--- src/rtl/zoctal_ram_cfg_seq.sv ---
`default_nettype none
// ----------------------------------------------------------------------------
// zoctal_ram_cfg_seq : writes each Octal RAM mode register from a parameter
//                      table, reads it back and checks it under a mask.
// Revision: 1.0
// ----------------------------------------------------------------------------
module zoctal_ram_cfg_seq #(
   parameter int                    NUM_REGS   = 4,
   parameter logic [8*NUM_REGS-1:0] CFG_ADDR   = 32'h08060400,
   parameter logic [8*NUM_REGS-1:0] CFG_DATA   = 32'h00F04008,
   parameter logic [8*NUM_REGS-1:0] CFG_MASK   = 32'hFF00FFFF,
   parameter bit                    VERIFY_EN  = 1'b1,
   parameter int                    MAX_RETRY  = 3,
   parameter int                    RD_TIMEOUT = 255
) (
   input  logic       iClk,
   input  logic       iRst,
   input  logic       iStart,
   output logic       oReqValid,
   input  logic       iReqReady,
   output logic       oReqWr,
   output logic [7:0] oReqAddr,
   output logic [7:0] oReqData,
   input  logic       iRdValid,
   input  logic [7:0] iRdData,
   output logic       oBusy,
   output logic       oDone,
   output logic       oErr,
   output logic [3:0] oErrIdx,
   output logic [2:0] oRetryCnt
);

   localparam logic [3:0] LAST_IDX  = 4'(NUM_REGS - 1);
   localparam logic [2:0] RETRY_MAX = 3'(MAX_RETRY);
   localparam logic [7:0] TMO_MAX   = 8'(RD_TIMEOUT);

   typedef enum logic [2:0] {
      S_IDLE    = 3'd0,
      S_WR_REQ  = 3'd1,
      S_RD_REQ  = 3'd2,
      S_RD_WAIT = 3'd3,
      S_NEXT    = 3'd4,
      S_DONE    = 3'd5,
      S_FAIL    = 3'd6
   } state_t;

   state_t     state;
   logic [3:0] idx;
   logic [7:0] tmo;

   // Table is always 16 deep so a 4-bit index never runs off the end.
   logic [7:0] tbl_addr [16];
   logic [7:0] tbl_data [16];
   logic [7:0] tbl_mask [16];

   for (genvar i = 0; i < 16; i++) begin : g_tbl
      if (i < NUM_REGS) begin : g_used
         assign tbl_addr[i] = CFG_ADDR[8*i +: 8];
         assign tbl_data[i] = CFG_DATA[8*i +: 8];
         assign tbl_mask[i] = CFG_MASK[8*i +: 8];
      end else begin : g_unused
         assign tbl_addr[i] = 8'h00;
         assign tbl_data[i] = 8'h00;
         assign tbl_mask[i] = 8'h00;
      end
   end

   logic [3:0] idx_nxt;
   logic [2:0] attempts_inc;
   logic       mismatch;

   always_comb begin
      idx_nxt      = (idx == 4'hF) ? idx : idx + 4'd1;
      attempts_inc = (oRetryCnt == 3'd7) ? oRetryCnt : oRetryCnt + 3'd1;
      mismatch     = |((iRdData ^ tbl_data[idx]) & tbl_mask[idx]);
   end

   always_ff @(posedge iClk) begin
      if (iRst) begin
         state     <= S_IDLE;
         idx       <= 4'd0;
         tmo       <= 8'd0;
         oReqValid <= 1'b0;
         oReqWr    <= 1'b0;
         oReqAddr  <= 8'h00;
         oReqData  <= 8'h00;
         oBusy     <= 1'b0;
         oDone     <= 1'b0;
         oErr      <= 1'b0;
         oErrIdx   <= 4'd0;
         oRetryCnt <= 3'd0;
      end else begin
         oDone <= 1'b0;
         unique case (state)
            S_IDLE: begin
               if (iStart) begin
                  idx       <= 4'd0;
                  oRetryCnt <= 3'd0;
                  oErr      <= 1'b0;
                  oErrIdx   <= 4'd0;
                  oBusy     <= 1'b1;
                  oReqValid <= 1'b1;
                  oReqWr    <= 1'b1;
                  oReqAddr  <= tbl_addr[0];
                  oReqData  <= tbl_data[0];
                  state     <= S_WR_REQ;
               end
            end
            S_WR_REQ: begin
               if (iReqReady) begin
                  if (VERIFY_EN) begin
                     oReqWr   <= 1'b0;
                     oReqData <= 8'h00;
                     state    <= S_RD_REQ;
                  end else begin
                     oReqValid <= 1'b0;
                     state     <= S_NEXT;
                  end
               end
            end
            S_RD_REQ: begin
               if (iReqReady) begin
                  oReqValid <= 1'b0;
                  tmo       <= 8'd0;
                  state     <= S_RD_WAIT;
               end
            end
            S_RD_WAIT: begin
               // Data wins over the timeout when both land in the same cycle.
               if (iRdValid && !mismatch) begin
                  state <= S_NEXT;
               end else if (iRdValid || tmo == TMO_MAX) begin
                  oRetryCnt <= attempts_inc;
                  if (attempts_inc < RETRY_MAX) begin
                     oReqValid <= 1'b1;
                     oReqWr    <= 1'b1;
                     oReqAddr  <= tbl_addr[idx];
                     oReqData  <= tbl_data[idx];
                     state     <= S_WR_REQ;
                  end else begin
                     state <= S_FAIL;
                  end
               end else begin
                  tmo <= tmo + 8'd1;
               end
            end
            S_NEXT: begin
               oRetryCnt <= 3'd0;
               if (idx == LAST_IDX) begin
                  oDone <= 1'b1;
                  state <= S_DONE;
               end else begin
                  idx       <= idx_nxt;
                  oReqValid <= 1'b1;
                  oReqWr    <= 1'b1;
                  oReqAddr  <= tbl_addr[idx_nxt];
                  oReqData  <= tbl_data[idx_nxt];
                  state     <= S_WR_REQ;
               end
            end
            S_DONE: begin
               oBusy <= 1'b0;
               state <= S_IDLE;
            end
            S_FAIL: begin
               oErr      <= 1'b1;
               oErrIdx   <= idx;
               oRetryCnt <= RETRY_MAX;
               oBusy     <= 1'b0;
               state     <= S_IDLE;
            end
            default: begin
               state <= S_IDLE;
            end
         endcase
      end
   end

endmodule
`default_nettype wire
--- config.mk ---
export PLATFORM = sky130hd
export DESIGN_NAME = zoctal_ram_cfg_seq
export DESIGN_NICKNAME = d
export VERILOG_FILES = /design/src/rtl/zoctal_ram_cfg_seq.sv
export SDC_FILE = /design/constraint.sdc
export NUM_CORES = 1
export LEC_CHECK = 0
export BUFFER_PORTS_ARGS = -buffer_cell sky130_fd_sc_hd__buf_2
export CORE_ASPECT_RATIO = 0.9
export CORE_MARGIN = 10
export CORE_UTILIZATION = 49
export DETAILED_ROUTE_END_ITERATION = 10
export PLACE_DENSITY_LB_ADDON = 0.1
export SYNTH_ARGS = -nofsm -noshare
export SYNTH_HDL_FRONTEND = slang
export SYNTH_SLANG_ARGS = --single-unit
--- constraint.sdc ---
create_clock -name iClk -period 2.4 [get_ports iClk]
set_input_delay 0.36 -clock iClk [delete_from_list [all_inputs] [get_ports iClk]]
set_output_delay 0.36 -clock iClk [all_outputs]
set_load 0.03 [all_outputs]
* Word-level counts from Yosys, hierarchy flattened
Memories as Yosys holds them, arrays and structs flattened.
Cells that the tools add are included.
** Word-level totals
- Bits of input ports :: 13
- ROM bits :: 640
- Flip-flop bits (word level) :: 43
- Word-level logic and storage cells :: 127
- Memories kept :: 5
- Output and inout port bits :: 28
** Operators by class
- $add $sub $neg :: 3
- Equality and inequality tests :: 19
- Muxes and demuxes :: 56
- Bitwise gates (word level) :: 5
- $lt $le $gt $ge :: 3
- Reductions and logical operators :: 24
** Memory list
- (no name shown) :: words 16, width 8, rd ports 1, clocked after memory_dff 0, write ports 0, RTL line 157 : oReqData <= tbl_data[idx_nxt];
- (no name shown) :: words 16, width 8, rd ports 1, clocked after memory_dff 0, write ports 0, RTL line 156 : oReqAddr <= tbl_addr[idx_nxt];
- (no name shown) :: words 16, width 8, rd ports 1, clocked after memory_dff 0, write ports 0, RTL line 138 : oReqData <= tbl_data[idx];
- (no name shown) :: words 16, width 8, rd ports 1, clocked after memory_dff 0, write ports 0, RTL line 137 : oReqAddr <= tbl_addr[idx];
- (no name shown) :: words 16, width 8, rd ports 1, clocked after memory_dff 0, write ports 0, RTL line 75 : mismatch = |((iRdData ^ tbl_data[idx]) & tbl_mask[idx]);
** Operators by type and width (number)
- 8-bit two-way mux :: 23
- 3-bit two-way mux :: 11
- 8-bit case mux with 4 select lines :: 1
- 8-bit case mux with 3 select lines :: 1
- 2-bit inequality test, second input constant :: 8
- 4-bit case mux with 2 select lines :: 2
- 8-bit case mux with 2 select lines :: 1
- 3-bit case mux with 5 select lines :: 1
- 7-bit AND reduction :: 2
- 3-bit equality test, second input constant :: 4
- 4-bit two-way mux :: 3
- 3-bit case mux with 4 select lines :: 1
- 4-bit AND reduction :: 3
- 4-bit nonzero test :: 3
- 5-bit >= comparator, second input constant :: 2
- 4-bit inverter with 5-bit output :: 2
- 8-bit by 1-bit adder with 8-bit output, second input constant :: 1
- 8-bit AND :: 1
- 8-bit equality test, second input constant :: 1
- 1-bit two-way mux :: 8
- 1-bit case mux with 4 select lines :: 2
- 2-bit nonzero test :: 4
- 8-bit OR reduction :: 1
- 8-bit XOR :: 1
- 19 further kinds :: 23

* Logic depth before layout (Yosys ltp)
Gate-level depths: netlist of the first run.
- Depth in word-level cells :: 11
- Mapped depth :: 9
- Mapped depth without buffers :: 8

* Least setup slack after synthesis of the first run
OpenSTA, ideal clock, no wires.
- Path type :: reg2reg
- Start point :: reg idx[0]
- End point :: reg oReqAddr[2]
- Library setup time :: 121 ps
- Slack :: 181 ps
- Stages on the path, launching flop included :: 10
- Required time :: 2279 ps
- Path buffers :: 1
- Arrival time :: 2097 ps
- Period minus slack after synthesis :: 2219 ps
- Cells stage by stage :: dfxtp_1 inv_1 ha_1 buf_2 nor3b_2 a31oi_1 o311ai_4 a21oi_2 o31a_4 mux2_4
** Between the ends
- Word-level cells in the longest chain between the ends :: 11
- Elaborated cells on any way between the ends :: 31
- Classes of those cells :: add/sub: 1; eq/ne: 4; mux: 14; bitwise: 4; reduce/logical: 4; memory: 4
** RTL lines
- from (decl) :: RTL line 48 : logic [3:0] idx;
- from (signal assigned) :: RTL line 153 : idx <= idx_nxt;
- 4-bit inverter with 5-bit output (not written as such) :: RTL line 75, 137
- memory 16 x 8 bit
- 8-bit two-way mux (2 in a row)
- 8-bit XOR :: RTL line 75
- 8-bit AND :: RTL line 75
- 8-bit OR reduction :: RTL line 75
- 1-bit logical NOT :: RTL line 130 : if (iRdValid && !mismatch) begin
- 1-bit logical AND :: RTL line 130
- 2-bit inequality test (no line)
- 6-bit AND reduction (no line)
- to (signal assigned) :: RTL line 104 : oReqAddr <= tbl_addr[0];
- to (signal assigned) :: RTL line 137
- to (signal assigned) :: RTL line 156
- to (decl) :: RTL line 22 : output logic [7:0] oReqAddr,
Several ways; a longest one is shown, not always the timed one. The select of a mux whose other input is x is not followed.
A chain may end at the register's enable or synchronous reset.

* Worst setup path after layout of the first run
- Start point :: reg idx[0]
- End point :: reg oRetryCnt[0]
** Between the ends
- Word-level cells in the longest chain between the ends :: 11
- Elaborated cells on any way between the ends :: 14
- Classes of those cells :: eq/ne: 1; mux: 4; bitwise: 3; reduce/logical: 4; memory: 2
** RTL lines
- 4-bit inverter with 5-bit output (not written as such) * :: RTL line 75
- memory 16 x 8 bit
- 8-bit two-way mux (2 in a row)
- 8-bit XOR :: RTL line 75
- 8-bit AND * :: RTL line 75
- 8-bit OR reduction * :: RTL line 75
- 1-bit logical NOT * :: RTL line 130
- 1-bit logical AND * :: RTL line 130
- 2-bit inequality test (no line) *
- 4-bit AND reduction (no line) *
- to (signal assigned) :: RTL line 133 : oRetryCnt <= attempts_inc;
- to (decl) :: RTL line 30 : output logic [2:0] oRetryCnt
Every way passes the cells marked *; elsewhere a longest branch is shown, timed or not. The select of a mux whose other input is x is not followed.

==> results of run 1 <==
-- state kept, by name, summed over array words and instances (netlist names) --
register / cells
idx: 4
oBusy: 1
oDone: 1
oErr: 1
oErrIdx: 4
oReqAddr: 3
oReqData: 3
oReqValid: 1
oReqWr: 1
oRetryCnt: 3
state: 3
tmo: 8
-- tightest hold or removal path, stage by stage (launching register included) --
cell and delay [ps]:
dfxtp_1 310, inv_1 50, a211oi_1 50
-- cell type report --
cell class	instances	area [um2]	area share [%]
repair buffers	43	243	10.5
well taps	48	60.1	2.60
clock buffers	6	72.6	3.14
flip-flops and latches	33	661	28.6
clock inverters	2	10.0	0.433
multi-input cells	185	1210	52.6
inverters	13	48.8	2.11
-- power breakdown --
group | internal (mW) | total [mW] | switching [mW]
Combinational | 0.188 | 0.503 | 0.315
Sequential | 0.592 | 0.664 | 0.0715
Clock | 0.201 | 0.402 | 0.201
-- cells in the mapped netlist (3+ instances only) --
cell type	number
and3_1	3
nand4_1	6
buf_2	6
nor2_1	28
nor2b_1	4
mux2i_1	5
a21oi_1	20
or3_1	4
xor2_1	5
clkbuf_1	4
buf_4	10
nand2_1	25
a211oi_1	3
a22oi_1	5
inv_1	13
dfxtp_1	33
o21ai_0	8
ha_1	6
nor3_1	7
-- per-layer routing --
metal	global-route usage, %	share of wire [%]	vias up
li1	-	-	935
met4	4.78	0.75	0
met5	0	0	-
met1	19.3	52	790
met2	17.7	39	50
met3	4.40	8.6	4
-- metrics by stage --
stage,total power [mW],instance area (um2),hold WS (ps)
after floorplan,1.06,2050,459
after global placement,1.17,2230,449
after detailed placement,1.17,2230,446
after CTS,1.57,2310,456
after global routing,1.66,2310,505
final,1.57,2310,452
-- logic make-up (layout without fill, tap and decap cells) --
logic type	count (synthesis)	in the layout	share of synthesized area, %
xor+xnor	7	7	3.03
compound gates	63	63	23.9
buf+inv	34	64	8.54
other cells	1	8	0.185
simple gates	93	93	23.5
fa+ha+maj	6	6	3.71
mux	8	8	4.52
flops	33	33	32.7
-- worst paths after layout --
path              cells after the start           end   start
setup / recovery                      8  oRetryCnt[0]  idx[0]
hold / removal                        2        oReqWr  oReqWr
setup reg to reg                      8  oRetryCnt[0]  idx[0]
hold reg to reg                       2        oReqWr  oReqWr
==> summary.md, run 1 <==
| Metric | Value |
|---|---|
| CP max-delay cell | `or3_1` |
| CP Buf/Inv Count | `1` |
| Synth Warn # | `0` |
| CP top delay family | `simple AND/OR/NAND/NOR gates` |
| First-pass DRT Iterations | `4` |
| Worst vdd ir | `0.375 mV` |
| Clock Skews | `5.33 ps` |
| Fill count | `380` |
| Post-Synthesis Cells | `245` |
| Post-CTS Hold Buffers | `0` |
| GPL Wtd Cong | `0.833` |
| Required time of the worst setup path | `2590 ps` |
| Vias post-DR | `1779` |
| DP HPWL | `3650 um` |
| Post-CTS sizing | `0` |
| H-tree levels | `2` |
| Worst Path Arrival | `2380 ps` |
| Max Buffers Root-to-Sink | `2` |
| Max Cap Viol | `0` |
| Unique masters post-synth | `57` |
| Die Wd | `87.7 um` |
| Routed WL | `4770 um` |
| Drt wl/cell | `14.5 um` |
| Synth top area share | `32.7%` |
| Final worst setup slack | `210 ps` |
| DR vias/cell | `5.39` |
| Critical path class | `reg2reg` |
| Post-synthesis sequential area ratio | `32.7%` |
| Sum of negative setup slack | `0 ps` |
| Cell Area, Synth | `0.00202 mm2` |
| Max Slew Vio Count | `0` |
| Startpoint types | `register` |
| Largest area contributor in the netlist | `dfxtp_1` |
| Run status | `completed` |
| Number of flops mapped to enable cells by yosys | `0` |
| Final hold vios | `0` |
| Worst-Margin Slew | `1150 ps` |
| # DRC | `0` |
| Seq cells post-synth | `33` |
| GRT Util Overall | `13.4%` |
| Initial Utilization | `50.3%` |
| Final net count | `300` |
| Post-CTS Setup Repair Bufs | `0` |
| Largest net degree at the start of global routing | `23` |
| Port Buffer Count | `32` |
| Placed Cells | `322` |
| IO Count | `41` |
| DP Worst Slack | `235 ps` |
| Syn-to-layout area delta | `14.2%` |
| Top cells by area, synth | `dfxtp_1, nor2_1, a21oi_1` |
| Final cycle utilization of the critical path | `91.3%` |
| Core area | `0.00402 mm2` |
| Hold crit path type | `reg2reg` |
| Commonest non-fill, non-tap cell in the layout | `dfxtp_1` |
| Iter 0 DRT Violations | `144` |
| Ys flop type | `dfxtp_1` |
| Clock root buffer | `clkbuf_8` |
| Unrepaired setup endpoints after global routing | `no` |
| R2R Setup Slk | `210 ps` |
| Die area | `0.00710 mm2` |
| Clock sinks | `33` |
| DIE HEIGHT | `80.9 um` |
| First-pass GRT wire length | `7730 um` |
| Layout Cells excl Fill | `330` |
| Std-Cell Rows | `22` |
| Slowest stage delay, CP | `370 ps` |
| Async SR Flop Fraction | `0%` |
| F_max | `457 MHz` |
| Commonest cells after routing, fill and taps aside | `dfxtp_1, buf_2, nor2_1` |
| Max transition margin | `22.6%` |
| Pwr/cell area | `679 mW/mm2` |
| Lkg Pwr | `0.988 nW` |
| Vias in the first global route | `1620` |
| CP cell instances | `inv_1 -> ha_1 -> nor3b_2 -> a31oi_1 -> o311ai_4 -> nand2_1 -> or3_1 -> and4_1` |
| Diodes inserted | `0` |
| Final Core Density | `57.5%` |
| Final critical-path required period | `2190 ps` |
| Clock Latency Late Sink | `290 ps` |
| CTS clk-pin slew, worst paths | `70 ps` |
| Antenna violations before repair | `0` |
| Final setup violation count | `0` |
| Endpoint class of the critical path | `register` |
| Syn Area/Cell | `8.25 um2` |
| Number of buffers created by CTS | `5` |
| CTS tree | `yes` |
| Max Fanout on Critical Path | `5` |
| GR Overflow Total | `0` |
| Post-DRT Antenna Nets | `0` |
| Share of layout cells above drive strength 1 | `23.0%` |
Note: power is estimated with default switching activity, not from simulation.
==> run 2, diff against run 1 <==
--- a/config.mk
+++ b/config.mk
@@ -8,7 +8,7 @@
 export BUFFER_PORTS_ARGS = -buffer_cell sky130_fd_sc_hd__buf_2
 export CORE_ASPECT_RATIO = 0.9
 export CORE_MARGIN = 10
-export CORE_UTILIZATION = 49
+export CORE_UTILIZATION = 55
 export DETAILED_ROUTE_END_ITERATION = 10
 export PLACE_DENSITY_LB_ADDON = 0.1
 export SYNTH_ARGS = -nofsm -noshare
==> constraint.sdc (replaced) <==
create_clock -name iClk -period 2.5 [get_ports iClk]
set_input_delay 0.375 -clock iClk [delete_from_list [all_inputs] [get_ports iClk]]
set_output_delay 0.375 -clock iClk [all_outputs]
set_load 0.03 [all_outputs]
==> run 2 against run 1 <==
  * First-iteration DRC count grew 0.69%
  * Clock power up 30%
  * Sequential share of layout area down 0.17 points
  * Final area increased by 0.60%
  * Fmax fell by 5.4%
  * Flip-flop and latch count stayed put
  * Final cell count down 1.8%
  * Critical path depth stayed put
  * Register-to-register slack worse by 30 ps
  * Worst setup slack lost 26 ps
  * Clock skew increased by 8.3 ps
  * Via count increased by 1.9%
  * Critical path type unchanged
  * Critical endpoint is now oReqAddr[3]
==> summary.md, run 2 (synthesized netlist as in run 1, its figures left out) <==
| Metric | Value |
|---|---|
| Run status | `completed` |
| GRT Util Overall | `14.2% (+0.81 points)` |
| Max transition margin | `25.0% (+2.4 points)` |
| Final instance area | `0.00232 mm2 (+0.60%)` |
| Final net count | `298 (-0.67%)` |
| DR vias/cell | `5.59 (+3.7%)` |
| CP max-delay cell | `dfxtp_1` |
| Startpoint types | `register` |
| First-pass GRT wire length | `7970 um (+3.0%)` |
| Final critical-path required period | `2320 ps (+126 ps)` |
| Final hold vios | `0 (unchanged)` |
| Unrepaired setup endpoints after global routing | `no` |
| DIE HEIGHT | `77.5 um (-4.2%)` |
| DP HPWL | `3680 um (+0.67%)` |
| Largest regs | `tmo x8, idx x4, oErrIdx x4` |
| CTS tree | `yes` |
| Commonest cells after routing, fill and taps aside | `dfxtp_1, buf_2, nor2_1` |
| Post-DRT Antenna Nets | `0 (unchanged)` |
| Required time of the worst setup path | `2680 ps (+90 ps)` |
| Commonest non-fill, non-tap cell in the layout | `dfxtp_1` |
| First-pass DRT Iterations | `4 (unchanged)` |
| Clock root buffer | `clkbuf_8` |
| CP Buf/Inv Count | `1 (unchanged)` |
| Vias post-DR | `1812 (+1.9%)` |
| Post-CTS sizing | `0 (unchanged)` |
| Largest Register | `tmo` |
| Routed WL | `4880 um (+2.3%)` |
| Sum of negative setup slack | `0 ps (unchanged)` |
| IO Count | `41 (unchanged)` |
| Clock Latency Late Sink | `290 ps (about the same)` |
| F_max | `432 MHz (-5.4%)` |
| WP depth | `8 (unchanged)` |
| Drt wl/cell | `15.1 um (+4.2%)` |
| Final setup violation count | `0 (unchanged)` |
| Max Cap Viol | `0 (unchanged)` |
| Iter 0 DRT Violations | `145 (+0.69%)` |
| Initial Utilization | `58.6% (+8.2 points)` |
| Endpoint class of the critical path | `register` |
| Max Slew Vio Count | `0 (unchanged)` |
| Hold crit path type | `reg2reg` |
| Antenna violations before repair | `0 (unchanged)` |
| Max reg flops | `8 (unchanged)` |
| Die Wd | `83.9 um (-4.3%)` |
| Number of buffers created by CTS | `5 (unchanged)` |
| Diodes inserted | `0 (unchanged)` |
| H-tree levels | `2 (unchanged)` |
| Max Buffers Root-to-Sink | `2 (unchanged)` |
| Worst-Margin Slew | `1120 ps (-35.2 ps)` |
| Core area | `0.00345 mm2 (-14%)` |
| Syn-to-layout area delta | `14.9%` |
| Clock Skews | `13.6 ps (+8.26 ps)` |
| GPL Wtd Cong | `0.893 (+7.2%)` |
| Share of layout cells above drive strength 1 | `22.5% (-0.55 points)` |
| Slowest stage delay, CP | `430 ps (+60 ps)` |
| GR Overflow Total | `0 (unchanged)` |
| CP cell instances | `inv_1 -> ha_1 -> nor3b_2 -> a31oi_1 -> o311ai_4 -> a21oi_2 -> o31a_4 -> mux2_4` |
| Post-CTS Hold Buffers | `0 (unchanged)` |
| Largest net degree at the start of global routing | `23 (unchanged)` |
| Final cycle utilization of the critical path | `92.6% (+1.4 points)` |
| Pwr/cell area | `709 mW/mm2 (+4.4%)` |
| Lkg Pwr | `0.992 nW (+0.40%)` |
| Die area | `0.00650 mm2 (-8.4%)` |
| Std-Cell Rows | `20 (-9.1%)` |
| # DRC | `0 (unchanged)` |
| Critical path class | `reg2reg` |
| Worst r2r path cells | `8 (unchanged)` |
| CTS clk-pin slew, worst paths | `70 ps (about the same)` |
| Max Fanout on Critical Path | `6 (+1)` |
| WHS Path Cells | `2 (unchanged)` |
| Clock sinks | `33 (unchanged)` |
| Port Buffer Count | `32 (unchanged)` |
| Vias in the first global route | `1654 (+2.1%)` |
| Post-CTS Setup Repair Bufs | `0 (unchanged)` |
| Worst Path Arrival | `2500 ps (+120 ps)` |
| Placed inst area | `0.00221 mm2 (-0.90%)` |
| Worst vdd ir | `0.459 mV (+22%)` |
| CP top delay family | `compound AO/OA/AOI/OAI gates` |
-- run 2: changes by cell type in the layout (fill, tap and decap cells not counted) --
| cell | before | now |
|---|---|---|
| clkbuf_8 | 5 | 6 |
| bufinv_16 | 0 | 1 |
| clkinv_2 | 2 | 0 |
| buf_4 | 11 | 9 |
-- run 2: through the flow --
stage	util, %	setup WS [ps]	total power [mW]	instances	hold WS [ps]
2_1_floorplan	-	281	1.01	252	459
3_3_place_gp	63.9	261	1.13	316	444
3_5_place_dp	63.9	210	1.13	316	457
4_1_cts	67.3	204	1.65	324	469
5_1_grt	67.3	55.6	1.73	324	483
6_report	67.3	184	1.65	324	461
-- run 2: layout make-up --
type / instances / area [um2]
clock buffers: 7 / 86.3
clock inverters: 1 / 30.0
fillers: 310 / 1130
inverters: 13 / 48.8
multi-input cells: 185 / 1210
flip-flops and latches: 33 / 661
well taps: 44 / 55.1
repair buffers: 41 / 228
-- run 2: worst min-delay path: stages, from the launching register on --
cell      delay [ps]
dfxtp_1          300
inv_1             50
a211oi_1          60
-- run 2: final timing paths --
check / startpoint / endpoint / slack (ps)
worst max register to register: idx[0] / oReqAddr[3] / 180
worst min-delay path: oReqWr / oReqWr / 460
worst max-delay path: idx[0] / oReqAddr[3] / 180
worst min register to register: oReqWr / oReqWr / 460
-- run 2: layer usage --
layer	vias up	track usage [%]	routed length (um)
met5	-	0	0
met4	0	2.84	29
met3	4	5.53	457
met2	66	20.0	2000
met1	819	19.8	2400
li1	923	-	-
-- run 2: report_power, final --
part	internal, mW	switching [mW]	leakage, nW	total (mW)
clock network	0.325	0.197	0.0585	0.522
registers	0.568	0.0498	0.268	0.618
logic	0.182	0.324	0.666	0.507
==> run 3, diff against run 2 <==
--- a/config.mk
+++ b/config.mk
@@ -11,6 +11,7 @@
 export CORE_UTILIZATION = 55
 export DETAILED_ROUTE_END_ITERATION = 10
 export PLACE_DENSITY_LB_ADDON = 0.1
+export REMOVE_ABC_BUFFERS = 1
 export SYNTH_ARGS = -nofsm -noshare
 export SYNTH_HDL_FRONTEND = slang
 export SYNTH_SLANG_ARGS = --single-unit
==> run 3 against run 2 <==
  * Critical path depth unchanged
  * Clock skew decreased by 7.0 ps
  * Fmax shrank 0.22%
  * Sequential share of layout area increased by 0.78 points
  * Worst setup slack worse by 5.0 ps
  * Final cell count down 0.93%
  * Hold slack worse by 8.1 ps
  * Via count up 0.61%
  * Wire length shrank 2.4%
  * Critical endpoint is now oRetryCnt[0]
  * Largest power group unchanged
  * Highest routed layer unchanged
==> summary.md, run 3 (synthesized netlist as in run 1, its figures left out) <==
| Metric | Value |
|---|---|
| Met3 WL post-DR | `353 um (-23%)` |
| Share of layout cells above drive strength 1 | `21.3% (-1.2 points)` |
| Iter 0 DRT Violations | `250 (+72%)` |
| Post-CTS Hold Buffers | `0 (unchanged)` |
| Critical path class | `reg2reg` |
| Worst-Margin Slew | `1000 ps (-112 ps)` |
| Final cycle utilization of the critical path | `92.8% (+0.20 points)` |
| Worst Path Arrival | `2500 ps (about the same)` |
| Largest Register | `tmo` |
| Initial Utilization | `58.6% (unchanged)` |
| Worst vdd ir | `0.437 mV (-4.9%)` |
| Number of buffers created by CTS | `5 (unchanged)` |
| Antenna violations before repair | `0 (unchanged)` |
| Fill count | `318 (+2.6%)` |
| Port Buffer Count | `32 (unchanged)` |
| Sequential power share | `42.6% (+5.1 points)` |
| R2R Setup Slk | `180 ps (about the same)` |
| Max Fanout on Critical Path | `6 (unchanged)` |
| Placed Cells | `312 (-1.3%)` |
| Sum of negative setup slack | `0 ps (unchanged)` |
| Final net count | `295 (-1.0%)` |
| Largest regs | `tmo x8, idx x4, oErrIdx x4` |
| Max Buffers Root-to-Sink | `2 (unchanged)` |
| GPL Wtd Cong | `0.831 (-6.9%)` |
| Wl on met1 | `2350 um (-2.3%)` |
| CTS clk-pin slew, worst paths | `70 ps (about the same)` |
| Unrepaired setup endpoints after global routing | `no` |
| Max transition margin | `32.5% (+7.5 points)` |
| Switching Share | `36.8% (+2.1 points)` |
| GR Overflow Total | `0 (unchanged)` |
| Total power | `1.49 mW (-9.6%)` |
| Final Core Density | `65.6% (-1.7 points)` |
| Vias post-DR | `1823 (+0.61%)` |
| CP cell instances | `inv_1 -> ha_1 -> nor3b_2 -> a31oi_1 -> o311ai_4 -> nand2_1 -> or3_1 -> and4_1` |
| Lkg Pwr | `0.957 nW (-3.6%)` |
| F_max | `431 MHz (-0.22%)` |
| Pwr/cell area | `657 mW/mm2 (-7.3%)` |
| Max reg flops | `8 (unchanged)` |
| DR vias/cell | `5.68 (+1.5%)` |
| Layout Cells excl Fill | `321 (-0.93%)` |
| # DRC | `0 (unchanged)` |
| DP HPWL | `3560 um (-3.2%)` |
| Required time of the worst setup path | `2680 ps (about the same)` |
| Final worst setup slack | `179 ps (-5.03 ps)` |
| Max Slew Vio Count | `0 (unchanged)` |
| Run status | `completed` |
| GRT Util Overall | `14.7% (+0.57 points)` |
| CTS tree | `yes` |
| Largest net degree at the start of global routing | `23 (unchanged)` |
| Vias in the first global route | `1804 (+9.1%)` |
| Die area | `0.00650 mm2 (unchanged)` |
| Clock Latency Late Sink | `280 ps (about the same)` |
| Routed WL | `4770 um (-2.4%)` |
| IO Count | `41 (unchanged)` |
| Drt wl/cell | `14.8 um (-1.5%)` |
| CP max-delay cell | `dfxtp_1` |
| Diodes inserted | `0 (unchanged)` |
| Pint | `0.942 mW (-12%)` |
| Placed inst area | `0.00218 mm2 (-1.4%)` |
| Clock root buffer | `clkbuf_8` |
| Slowest stage delay, CP | `430 ps (about the same)` |
| Final critical-path required period | `2320 ps (+5.03 ps)` |
| Std-Cell Rows | `20 (unchanged)` |
| DR top layer | `met4` |
| First-pass DRT Iterations | `4 (unchanged)` |
| Core area | `0.00345 mm2 (unchanged)` |
| Final hold vios | `0 (unchanged)` |
| Commonest cells after routing, fill and taps aside | `dfxtp_1, buf_2, nor2_1` |
| Post-DRT Antenna Nets | `0 (unchanged)` |
| Hold Slack | `453 ps (-8.11 ps)` |
| Comb pwr share | `31.9% (+1.1 points)` |
| Endpoint class of the critical path | `register` |
| Sw Pwr | `0.547 mW (-4.1%)` |
| Die Wd | `83.9 um (unchanged)` |
| Startpoint types | `register` |
| Clock sinks | `33 (unchanged)` |
| DIE HEIGHT | `77.5 um (unchanged)` |
| Final setup violation count | `0 (unchanged)` |
| Final instance area | `0.00227 mm2 (-2.5%)` |
| First-pass GRT wire length | `8320 um (+4.4%)` |
| Clock Skews | `6.61 ps (-6.97 ps)` |
| Syn-to-layout area delta | `12.1%` |
| H-tree levels | `2 (unchanged)` |
| Hold crit path type | `reg2reg` |
| Max Cap Viol | `0 (unchanged)` |
| Clock power frac | `25.5% (-6.2 points)` |
| WL met2 | `1980 um (-0.80%)` |
| DP Worst Slack | `189 ps (-20.9 ps)` |
[run 3: cell count changes in the layout (fill, tap and decap cells not counted)]
cell,previous run,this run
buf_4,9,6
dfxtp_1,33,32
clkbuf_8,6,5
bufinv_16,1,0
clkbuf_1,1,3
dfxtp_2,0,1
[run 3: path summary, 6_finish.rpt]
| check | from | to | cells after the start |
|---|---|---|---|
| max | idx[1] | oRetryCnt[0] | 8 |
| min | oReqWr | oReqWr | 2 |
| max reg2reg | idx[1] | oRetryCnt[0] | 8 |
| min reg2reg | oReqWr | oReqWr | 2 |
[run 3: layer usage]
layer	GRT usage (%)	up-vias
li1	-	926
met1	18.7	834
met2	22.2	55
met3	5.43	8
met4	5.69	0
met5	0	-
[run 3: what timing repair did]
action                     in CTS  in global routing
gates resized for setup         0                  1
setup endpoints to repair       0                  1
buffers inserted                0                  1
[run 3: area by class of cell]
type                    instances  area, um2  share of cell area, %
multi-input cells             185       1210                   53.6
flip-flops and latches         33        662                   29.2
clock buffers                   8       80.1                   3.53
repair buffers                 38        205                   9.06
well taps                      44       55.1                   2.43
inverters                      13       48.8                   2.15
[run 3: power groups by stage]
stage	registers, mW	logic, mW	clock network (mW)
2_1_floorplan	0.686	0.298	0
3_3_place_gp	0.647	0.467	0
3_5_place_dp	0.644	0.469	0
4_1_cts	0.633	0.471	0.396
5_1_grt	0.646	0.528	0.423
6_report	0.634	0.474	0.380
[run 3: critical path: cells and delay by family, from the launching register on]
| family | cells | cell delay, ps |
|---|---|---|
| AND/OR/NAND/NOR | 4 | 880 |
| AO/OA/AOI/OAI | 2 | 460 |
| flip-flops | 1 | 430 |
| adder cells (fa/ha/maj) | 1 | 330 |
| buffers and inverters | 1 | 100 |
